`src/rtl/seg_disp_sched_if.sv`:
```
// rtl/seg_disp_sched_if.sv - client A/B valid/ready update bus for the display scheduler
interface seg_disp_sched_if;
  logic [23:0] i_a_data;
  logic        i_a_valid;
  logic        o_a_ready;
  logic [23:0] i_b_data;
  logic        i_b_valid;
  logic        o_b_ready;

  modport master (
    output i_a_data, i_a_valid, i_b_data, i_b_valid,
    input  o_a_ready, o_b_ready
  );

  modport slave (
    input  i_a_data, i_a_valid, i_b_data, i_b_valid,
    output o_a_ready, o_b_ready
  );
endinterface

```
`src/rtl/seg_disp_sched.sv`:
```
// rtl/seg_disp_sched.sv - A/B display arbiter with frame-aligned updates and 6-digit scan
module seg_disp_sched #(
  parameter int SCAN_DIV    = 50000,
  parameter int HOLD_FRAMES = 1000
) (
  input  logic              i_clk,
  input  logic              i_rst_n,
  seg_disp_sched_if.slave   bus,
  output logic              o_src,
  output logic [7:0]        SEG,
  output logic [5:0]        DIG
);
  localparam int PW = $clog2(SCAN_DIV);
  localparam int HW = $clog2(HOLD_FRAMES + 1);

  typedef enum logic {SHOW_A = 1'b0, SHOW_B = 1'b1} state_t;

  logic [PW-1:0] r_presc;
  logic [2:0]    r_idx;
  state_t        r_state;
  logic [23:0]   r_disp;
  logic [23:0]   r_shadow;
  logic [23:0]   r_a_slot;
  logic [23:0]   r_b_slot;
  logic          r_a_pend;
  logic          r_b_pend;
  logic [HW-1:0] r_hold;
  logic          r_src;
  logic [7:0]    r_seg;
  logic [5:0]    r_dig;

  logic          w_tick;
  logic          w_frame;
  logic          w_a_xfer;
  logic          w_b_xfer;
  logic [3:0]    w_nib;

  function automatic logic [7:0] f_hex7(input logic [3:0] n);
    case (n)
      4'h0: f_hex7 = 8'h3F;  4'h1: f_hex7 = 8'h06;
      4'h2: f_hex7 = 8'h5B;  4'h3: f_hex7 = 8'h4F;
      4'h4: f_hex7 = 8'h66;  4'h5: f_hex7 = 8'h6D;
      4'h6: f_hex7 = 8'h7D;  4'h7: f_hex7 = 8'h07;
      4'h8: f_hex7 = 8'h7F;  4'h9: f_hex7 = 8'h6F;
      4'hA: f_hex7 = 8'h77;  4'hB: f_hex7 = 8'h7C;
      4'hC: f_hex7 = 8'h39;  4'hD: f_hex7 = 8'h5E;
      4'hE: f_hex7 = 8'h79;  default: f_hex7 = 8'h71;
    endcase
  endfunction

  assign w_tick   = (r_presc == PW'(SCAN_DIV - 1));
  assign w_frame  = w_tick && (r_idx == 3'd5);
  assign w_a_xfer = bus.i_a_valid && !r_a_pend;
  assign w_b_xfer = bus.i_b_valid && !r_b_pend;
  assign w_nib    = 4'(r_disp >> {r_idx, 2'b00});

  assign bus.o_a_ready = ~r_a_pend;
  assign bus.o_b_ready = ~r_b_pend;
  assign o_src = r_src;
  assign SEG   = r_seg;
  assign DIG   = r_dig;

  always_ff @(posedge i_clk or negedge i_rst_n) begin
    if (!i_rst_n) begin
      r_presc <= '0;
      r_idx   <= '0;
      r_seg   <= '0;
      r_dig   <= '0;
    end else begin
      r_presc <= w_tick ? '0 : r_presc + 1'b1;
      if (w_tick) r_idx <= (r_idx == 3'd5) ? 3'd0 : r_idx + 3'd1;
      r_seg <= f_hex7(w_nib);
      r_dig <= 6'b000001 << r_idx;
    end
  end

  // A new transfer can never coincide with consumption of the same slot, since
  // transfer needs pending low and consumption needs it high.
  always_ff @(posedge i_clk or negedge i_rst_n) begin
    if (!i_rst_n) begin
      r_state  <= SHOW_A;
      r_src    <= 1'b0;
      r_disp   <= '0;
      r_shadow <= '0;
      r_a_slot <= '0;
      r_b_slot <= '0;
      r_a_pend <= 1'b0;
      r_b_pend <= 1'b0;
      r_hold   <= '0;
    end else begin
      if (w_a_xfer) begin
        r_a_slot <= bus.i_a_data;
        r_a_pend <= 1'b1;
      end
      if (w_b_xfer) begin
        r_b_slot <= bus.i_b_data;
        r_b_pend <= 1'b1;
      end
      if (w_frame) begin
        if (r_b_pend) begin
          r_disp   <= r_b_slot;
          r_hold   <= HW'(HOLD_FRAMES);
          r_b_pend <= 1'b0;
          r_state  <= SHOW_B;
          r_src    <= 1'b1;
        end else if (r_state == SHOW_B && r_hold > HW'(1)) begin
          r_hold <= r_hold - 1'b1;
        end else if (r_state == SHOW_B) begin
          r_state <= SHOW_A;
          r_src   <= 1'b0;
          r_hold  <= '0;
          if (r_a_pend) begin
            r_shadow <= r_a_slot;
            r_disp   <= r_a_slot;
            r_a_pend <= 1'b0;
          end else begin
            r_disp <= r_shadow;
          end
        end else if (r_a_pend) begin
          r_shadow <= r_a_slot;
          r_disp   <= r_a_slot;
          r_a_pend <= 1'b0;
        end
      end
    end
  end
endmodule

```
`src/flat_wrapper.sv`:
```
// flat-port wrapper written by rule: the top's interface ports become plain ports
module seg_disp_sched_flat 
#(
  parameter int SCAN_DIV    = 50000,
  parameter int HOLD_FRAMES = 1000
)
  (i_clk, i_rst_n, o_src, SEG, DIG, bus_i_a_data, bus_i_a_valid, bus_i_b_data, bus_i_b_valid, bus_o_a_ready, bus_o_b_ready);
  seg_disp_sched_if bus_i ();
  input  logic i_clk;
  input  logic i_rst_n;
  output logic o_src;
  output logic [7:0] SEG;
  output logic [5:0] DIG;
  input wire logic [$bits(bus_i.i_a_data)-1:0] bus_i_a_data;
  input wire logic [$bits(bus_i.i_a_valid)-1:0] bus_i_a_valid;
  input wire logic [$bits(bus_i.i_b_data)-1:0] bus_i_b_data;
  input wire logic [$bits(bus_i.i_b_valid)-1:0] bus_i_b_valid;
  output wire logic [$bits(bus_i.o_a_ready)-1:0] bus_o_a_ready;
  output wire logic [$bits(bus_i.o_b_ready)-1:0] bus_o_b_ready;
  assign bus_i.i_a_data = bus_i_a_data;
  assign bus_i.i_a_valid = bus_i_a_valid;
  assign bus_i.i_b_data = bus_i_b_data;
  assign bus_i.i_b_valid = bus_i_b_valid;
  assign bus_o_a_ready = bus_i.o_a_ready;
  assign bus_o_b_ready = bus_i.o_b_ready;
  seg_disp_sched #(.SCAN_DIV(SCAN_DIV), .HOLD_FRAMES(HOLD_FRAMES)) u_core (.i_clk(i_clk), .i_rst_n(i_rst_n), .bus(bus_i), .o_src(o_src), .SEG(SEG), .DIG(DIG));
endmodule
```
`config.mk`:
```
export PLATFORM = sky130hd
export DESIGN_NAME = seg_disp_sched_flat
export DESIGN_NICKNAME = d
export VERILOG_FILES = /design/src/rtl/seg_disp_sched_if.sv /design/src/rtl/seg_disp_sched.sv /design/src/flat_wrapper.sv
export SDC_FILE = /design/constraint.sdc
export NUM_CORES = 1
export LEC_CHECK = 0
export CAP_MARGIN = 20
export CORE_ASPECT_RATIO = 2
export CORE_UTILIZATION = 40
export DETAILED_ROUTE_END_ITERATION = 8
export HOLD_SLACK_MARGIN = 0.05
export PLACE_DENSITY = 0.65
export SLEW_MARGIN = 10
export SYNTH_ARGS = -nofsm -noshare
export SYNTH_HDL_FRONTEND = slang
export SYNTH_SLANG_ARGS = --single-unit
```
`constraint.sdc`:
```
create_clock -name i_clk -period 2.7 [get_ports i_clk]
set_input_delay 0.405 -clock i_clk [delete_from_list [all_inputs] [get_ports i_clk]]
set_output_delay 0.405 -clock i_clk [all_outputs]
set_load 0.05 [all_outputs]
```
Word level (Yosys, flattened, before mapping)
Memory sizes are Yosys's and may differ from the RTL's. A register that Yosys moved wholly into a read port is not among the register bits. Index checks and enable logic that the tools add are counted.

$add $sub $neg: 3. Multiply operators: 0. Divide/modulo/power cells: 0. $lt $le $gt $ge: 1. Eq/ne operators: 3. Shift-type cells: 2. Muxes and demuxes: 23. Bitwise operators: 3. Reductions and logical operators: 15.

Operators with widths (count): 2-to-1 mux 24 bit (5); 2-to-1 mux 10 bit (3); >> shifter 24 x 5 -> 4 bit (1); adder 16 x 1 -> 16 bit (second input constant) (1); equality test 16 bit (second input constant) (1); 2-to-1 mux 16 bit (1); 2-to-1 mux 1 bit (13); > comparator 10 x 1 -> 1 bit (second input constant) (1); subtractor 10 x 1 -> 10 bit (second input constant) (1); AND reduction 3 bit (3); nonzero test 3 bit (2); << shifter 1 x 3 -> 6 bit (first input constant) (1); logical AND 1 bit (4); AND reduction 2 bit (2); adder 3 x 1 -> 3 bit (second input constant) (1); equality test 3 bit (second input constant) (1); logical NOT 1 bit (3); 2-to-1 mux 3 bit (1); NOT 1 bit (3); inequality test 2 x 1 -> 1 bit (second input constant) (1); nonzero test 2 bit (1).

Bits in registers: 143. Latch bits: 0. RAM bits: 0. ROM bits: 112. Bits of input ports: 52. Memories kept: 1.

Memory list: (no name shown) (depth 16, bits a word 7, read ports 1, clocked after Yosys merged registers in 1, wr ports 0, line seg_disp_sched.sv:39) `case (n)`.

Depth between registers and ports, before layout
Gate-level depths: netlist (run 1).

Depth in word-level cells: 7. Gate-level depth with buffers: 10. Depth with buffers taken out: 9.

Least setup slack after synthesis (run 1)
Ideal clock, no wire load.

Kind: register -> register. Start: register u_core.r_presc[13]. End: register u_core.r_shadow[10]. Arrival time: 2508 ps. Path slack: 65 ps. Stages on the path, launching flop included: 7. Buffers on the path: 1. Clock period less this slack: 2635 ps. Cell sequence: dfrtp_1 -> or4bb_1 -> nor4_4 -> nand2_2 -> nor4_4 -> buf_6 -> mux2_1.

Cells in the longest elaborated chain, start to end: 3.

Ends and longest elaborated chain: from (decl) (line seg_disp_sched.sv:18) `logic [PW-1:0] r_presc;`; from (signal assigned) (line seg_disp_sched.sv:70) `r_presc <= w_tick ? '0 : r_presc + 1'b1;`; equality test 16 bit (line seg_disp_sched.sv:51) `assign w_tick = (r_presc == PW'(SCAN_DIV - 1));`; logical AND 1 bit (line seg_disp_sched.sv:52) `assign w_frame = w_tick && (r_idx == 3'd5);`; AND reduction 3 bit (no line); to (signal assigned) (line seg_disp_sched.sv:113) `r_shadow <= r_a_slot;`; to (signal assigned) (line seg_disp_sched.sv:120) `r_shadow <= r_a_slot;`; to (decl) (line seg_disp_sched.sv:22) `logic [23:0] r_shadow;`.

No other way between the ends. A chain may end at the register's enable or synchronous reset.

Worst setup path after layout (run 1)
Start: register u_core.r_presc[7]. End: register u_core.r_shadow[7].

The elaborated chain is that of the path after synthesis.

==> metrics.txt, run 1 <==
Root Buffer clkbuf_16; fin crit period 2520 ps; Post-Syn Instances 547; Max Cap Violations 0; gr usage total 0.177; H-tree depth 4; startpoint type of the worst setup path register; routed wl met3 413 um; share of the synthesized area in the top cell type 0.539; Vias/cell 5.23; worst path arrival time 2820 ps; mean routed wirelength per cell 16.6 um; Detailed Place HPWL 10.1 mm; max frequency 0.396 GHz; Worst-Margin Slew 608 ps; die height 184 um; CP endpoint kind register; WL final 14.0 mm; initial antenna violation count 0; vias in the first global route 4726; RSZ-0062 raised after global routing false; CP max FO 25; setup TNS 0 ps; WP depth 6; top-count cell post-synth dfrtp_1; CP Cell Sequence or4b_1, nor4_4, nand2_2, nor4_4, buf_12, mux2_1; Antenna diodes 0; IO Pins 69; area grow syn2layout 24.0%; DRT iter0 DRCs 208; Sink Count 142; clk_skew 6.28 ps; Leak Pwr 3.88 nW; global route overflow 0; register area share after synthesis 0.539; dpl ws 201 ps; synthesis warning total 0; Final nets 686; final core utilization 0.505; # DRC 0; ratio of cells with drive above 1 in the final layout 0.222; ys flop type dfrtp_1; slowest CP cell or4b_1; Cell Count, Final, Fillers Out 840; first-pass GRT wire length 23.0 mm; CP required 2990 ps; status finished clean; Setup CP Type reg -> reg; Routed Antenna Nets 0; CTS Buf Count 17; Slew Limit Fails 0; Net Count, Synth 610; Final setup viols 0; Post-synth top cells dfrtp_1, mux2_2, nand2_1, o21ai_0, mux2i_1; worst-case reg-to-reg path depth 6; smallest hold slack 456 ps; most frequent cell on the critical path nor4_4; core area 16200 um2; Post-Place Cells 806; Power Dens Cells 593 nW/um2; largest net degree at the start of global routing 64; die area 17000 um2; peak supply drop 0.416 mV; Async SR Flop Fraction 1.00; IO buf count 67; Pwr Total 4.85 mW; relative slew slack 0.589; placed cell area 7570 um2; Worst Slack Setup Final 177 ps; Final Cell Area 8170 um2; drt pass-1 iters 5; chip width 92.8 um; final worst-path cycle share 0.935; Post-synth EDFFs 0; Top Layer Used met4; worst-skew pair later-pin latency 420 ps; GP Congestion 0.852; kind of cell adding the most delay to the critical path simple AND/OR/NAND/NOR gates; CTS tree yes; syn avg cell area 12.0 um2; clk buf depth 2; Hold Crit Class reg -> reg; Area contributors post-synth dfrtp_1, mux2_2, mux2i_1, mux2_1, o21ai_0; WL met1 5.22 mm; FF+latch count, synth 142; Hold Path Stages 1; top cell type by total area after synthesis dfrtp_1; Cell Area, Synth 6590 um2; Starting Density 0.407; final count of hold timing violations 0; CP max stage delay 590 ps; metal2 WL 7.94 mm; CTS clk-pin slew, worst paths 60 ps; CP bufs+invs 1; vias post-DR 4395; Synth cell types 48; # rows 66
## repair_timing
action / in CTS / in global routing
endpoints found under the hold margin: 61 / 0
resized for setup: 0 / 0
buffers inserted: 0 / 1
endpoints found under the setup margin: 0 / 1
hold buffers: 1 / 0
## cells by family (layout without fill, tap and decap cells)
kind of cell               count (synthesis)  count (layout)  share of synthesized area
AOI/OAI and AO/OA                         71              71                     0.0651
xor gates and xnor gates                  13              13                     0.0173
adders and majority gates                 11              11                     0.0209
buffers and inverters                     46             135                     0.0294
DFF                                      142             142                      0.539
muxes                                    134             134                      0.230
other                                      1               1                   0.000569
and+or+nand+nor                          129             129                     0.0978
## report_power, final
group	internal, mW	switching, mW
clock	1.39	0.900
sequential	2.22	0.0641
combinational	0.165	0.113
## final timing paths
path                                   start                  to  slack [ps]
max in group asynchronous            i_rst_n       u_core.SEG[6]        1320
min in group asynchronous            i_rst_n    u_core.r_hold[1]         530
hold reg to reg            u_core.r_presc[0]   u_core.r_presc[0]         460
setup / recovery           u_core.r_presc[7]  u_core.r_shadow[7]         180
setup reg to reg           u_core.r_presc[7]  u_core.r_shadow[7]         180
hold / removal             u_core.r_presc[0]   u_core.r_presc[0]         460
## cell usage in the layout (no fill, tap or decap), types with 3 or more instances in the layout
cell type / netlist / final
clkdlybuf4s50_1: 0 / 65
o21ai_0: 37 / 37
o41ai_1: 4 / 4
mux2_1: 19 / 19
a2bb2oi_1: 3 / 3
mux2_2: 78 / 78
nor4_1: 3 / 3
nor2b_1: 5 / 3
nand3_1: 10 / 10
clkinv_4: 0 / 3
ha_1: 11 / 11
nand2_1: 46 / 46
a21oi_1: 13 / 13
and3_1: 5 / 5
buf_4: 1 / 16
nand4_1: 6 / 6
inv_1: 16 / 16
xnor2_1: 5 / 5
nor3_1: 6 / 6
and2_1: 5 / 5
clkinvlp_4: 0 / 5
mux4_2: 4 / 4
or3_1: 4 / 4
mux2i_1: 33 / 33
buf_12: 0 / 4
dfrtp_1: 142 / 142
xor2_1: 8 / 8
clkbuf_16: 0 / 17
nor2_1: 29 / 29
## routing by layer
| layer | vias to the layer above | GRT usage |
|---|---|---|
| li1 | 2079 | - |
| met3 | 24 | 0.0360 |
| met4 | 0 | 0.0923 |
| met5 | - | 0 |
| met1 | 2183 | 0.181 |
| met2 | 109 | 0.331 |
## registers in the layout (all words and copies together), names as in the netlist
name	cells
u_core.DIG	6
u_core.r_disp	24
u_core.r_idx	3
u_core.SEG	7
u_core.o_src	1
u_core.r_b_pend	1
u_core.r_b_slot	24
u_core.r_presc	16
u_core.r_a_pend	1
u_core.r_a_slot	24
u_core.r_hold	10
u_core.r_shadow	24
u_core.r_state	1
## layout make-up
cell class | count | area, um2
fillers | 1475 | 8010
flip-flops and latches | 142 | 3550
multi-input cells | 359 | 2850
repair buffers | 87 | 872
clock buffers | 20 | 447
well taps | 204 | 255
clock inverters | 12 | 138
inverters | 16 | 60.1
(Power assumes the default switching activity.)
==> inputs of run 2 (changes only) <==
--- a/config.mk
+++ b/config.mk
@@ -7,11 +7,12 @@
 export LEC_CHECK = 0
 export CAP_MARGIN = 20
 export CORE_ASPECT_RATIO = 2
+export CORE_MARGIN = 5
 export CORE_UTILIZATION = 40
 export DETAILED_ROUTE_END_ITERATION = 8
 export HOLD_SLACK_MARGIN = 0.05
-export PLACE_DENSITY = 0.65
-export SLEW_MARGIN = 10
+export PLACE_DENSITY = 0.63
+export SLEW_MARGIN = 40
 export SYNTH_ARGS = -nofsm -noshare
 export SYNTH_HDL_FRONTEND = slang
 export SYNTH_SLANG_ARGS = --single-unit
==> constraint.sdc (replaced) <==
create_clock -name i_clk -period 2.4 [get_ports i_clk]
set_input_delay 0.36 -clock i_clk [delete_from_list [all_inputs] [get_ports i_clk]]
set_output_delay 0.36 -clock i_clk [all_outputs]
set_load 0.05 [all_outputs]
==> metrics.txt, run 2 (synthesis gave the netlist of run 1 again) <==
Setup CP Type reg -> reg; vias post-DR 4512 (+2.7%); final worst-path cycle share 0.987 (+0.0524); GP Congestion 0.846 (-0.66%); CP max FO 6 (-76%); Clk network pwr share 0.499 (+0.027); WL final 14.7 mm (+5.2%); area grow syn2layout 30.3%; global route overflow 0 (unchanged); final count of hold timing violations 0 (unchanged); Max Cap Violations 0 (unchanged); setup TNS 0 ps (unchanged); CP Cell Sequence or3_4, o41a_1, nor4_4, buf_4, clkbuf_16, mux2_1; Sequential Area 3550 um2 (about the same); Final setup viols 0 (unchanged); Pwr Total 5.76 mW (+19%); Multi-input gate area 2950 um2 (+3.7%); sw power 1.20 mW (+11%); gr usage total 0.162 (-0.0148); dpl ws 33.0 ps (-168 ps); CTS Buf Count 17 (unchanged); worst path arrival time 2670 ps (-150 ps); Fill cells 1391 (-5.7%); Routed Antenna Nets 0 (unchanged); Power Internal 4.56 mW (+21%); Antenna diodes 0 (unchanged); die height 192 um (+4.4%); Power Dens Cells 671 nW/um2 (+13%); relative slew slack 0.653 (+0.0635); Post-Place Cells 824 (+2.2%); core area 16300 um2 (+0.51%); IO Pins 69 (unchanged); Detailed Place HPWL 10.5 mm (+4.2%); initial antenna violation count 0 (unchanged); Sw Share 0.208 (-0.0147); peak supply drop 0.476 mV (+14%); die area 19300 um2 (+13%); max frequency 0.422 GHz (+6.5%); Starting Density 0.405 (-0.00207); # rows 66 (unchanged); smallest hold slack 455 ps (-0.993 ps); H-tree depth 4 (unchanged); Comb pwr share 0.055 (-0.002); clk_skew 5.86 ps (-0.416 ps); Leak Pwr 4.06 nW (+4.7%); CP endpoint kind register; fin crit period 2370 ps (-155 ps); CTS tree yes; most frequent cells in the layout dfrtp_1, mux2_2, clkdlybuf4s50_1; vias in the first global route 4974 (+5.2%); CTS clk-pin slew, worst paths 60 ps (about the same); IO buf count 67 (unchanged); Final nets 712 (+3.8%); status finished clean; DRT iter0 DRCs 135 (-35%); ratio of cells with drive above 1 in the final layout 0.287 (+0.0653); drt pass-1 iters 4 (-1); Worst-Margin Slew 521 ps (-87.3 ps); CP max stage delay 490 ps (-100 ps); Sink Count 142 (unchanged); Slew Limit Fails 0 (unchanged); largest net degree at the start of global routing 53 (-17%); startpoint type of the worst setup path register; part of the power in registers 0.446 (-0.025); # DRC 0 (unchanged); chip width 101 um (+8.6%); worst-skew pair later-pin latency 410 ps (about the same); most common cell after layout, fill and taps aside dfrtp_1; RSZ-0062 raised after global routing true; clk buf depth 2 (unchanged); Cell Count, Final, Fillers Out 866 (+3.1%); mean routed wirelength per cell 17.0 um (+2.0%); first-pass GRT wire length 24.3 mm (+5.9%); Worst Slack Setup Final 31.2 ps (-145 ps); CP required 2700 ps (-290 ps); Vias/cell 5.21 (-0.42%); slowest CP cell o41a_1; Hold Crit Class reg -> reg; Root Buffer clkbuf_16
run 2: cell count changes in the layout (fill, tap and decap cells not counted), sizes merged:
cell / previous run / this run
bufinv: 2 / 5
clkinvlp: 5 / 3
buf: 21 / 46
run 2: cell type report:
class,count,area share
well taps,204,0.0297
clock inverters,13,0.0248
clock buffers,19,0.0516
multi-input cells,359,0.344
repair buffers,113,0.129
flip-flops and latches,142,0.414
inverters,16,0.00700
run 2: critical path, delay by kind of cell (launching register included):
family / cells / cell delay [ps]
and+or+nand+nor: 2 / 680
AOI/OAI and AO/OA: 1 / 490
DFF: 1 / 410
buffers and inverters: 2 / 360
muxes: 1 / 310
run 2: what timing repair did:
action | 4_1_cts | 5_1_grt
buffers inserted | 3 | 4
hold buffers | 1 | 0
gates resized for setup | 4 | 25
endpoints found under the setup margin | 24 | 52
pin swaps | 1 | 0
gates cloned | 1 | 1
hold endpoints to repair | 48 | 0
run 2: worst paths after layout:
path                                    from                  to  cells past startpoint  slack, ps
max in group asynchronous            i_rst_n     u_core.r_idx[0]                      3       1290
min in group asynchronous            i_rst_n    u_core.r_hold[1]                      2        460
setup / recovery            u_core.r_hold[7]  u_core.r_shadow[9]                      6         30
setup reg to reg            u_core.r_hold[7]  u_core.r_shadow[9]                      6         30
hold reg to reg            u_core.r_presc[0]   u_core.r_presc[0]                      1        450
hold / removal             u_core.r_presc[0]   u_core.r_presc[0]                      1        450
run 2: power groups by stage:
stage               clock [mW]  sequential [mW]  combinational (mW)
floorplan                    0             2.58               0.149
global placement             0             2.61               0.315
detailed placement           0             2.61               0.324
CTS                       2.94             2.57               0.328
global route              3.05             2.58               0.360
finish                    2.87             2.57               0.318
run 2: metal layers:
layer / wire (um) / global-route usage / part of all wire
met5: 0 / 0 / 0
met2: 8390 / 0.302 / 0.57
met4: 354 / 0.0716 / 0.024
met3: 401 / 0.0314 / 0.027
met1: 5530 / 0.171 / 0.38
run 2: per-stage QoR:
step / utilization / cell area (um2)
floorplan: - / 6600
global placement: 0.475 / 7720
detailed placement: 0.475 / 7720
CTS: 0.520 / 8460
global route: 0.528 / 8580
finish: 0.528 / 8580
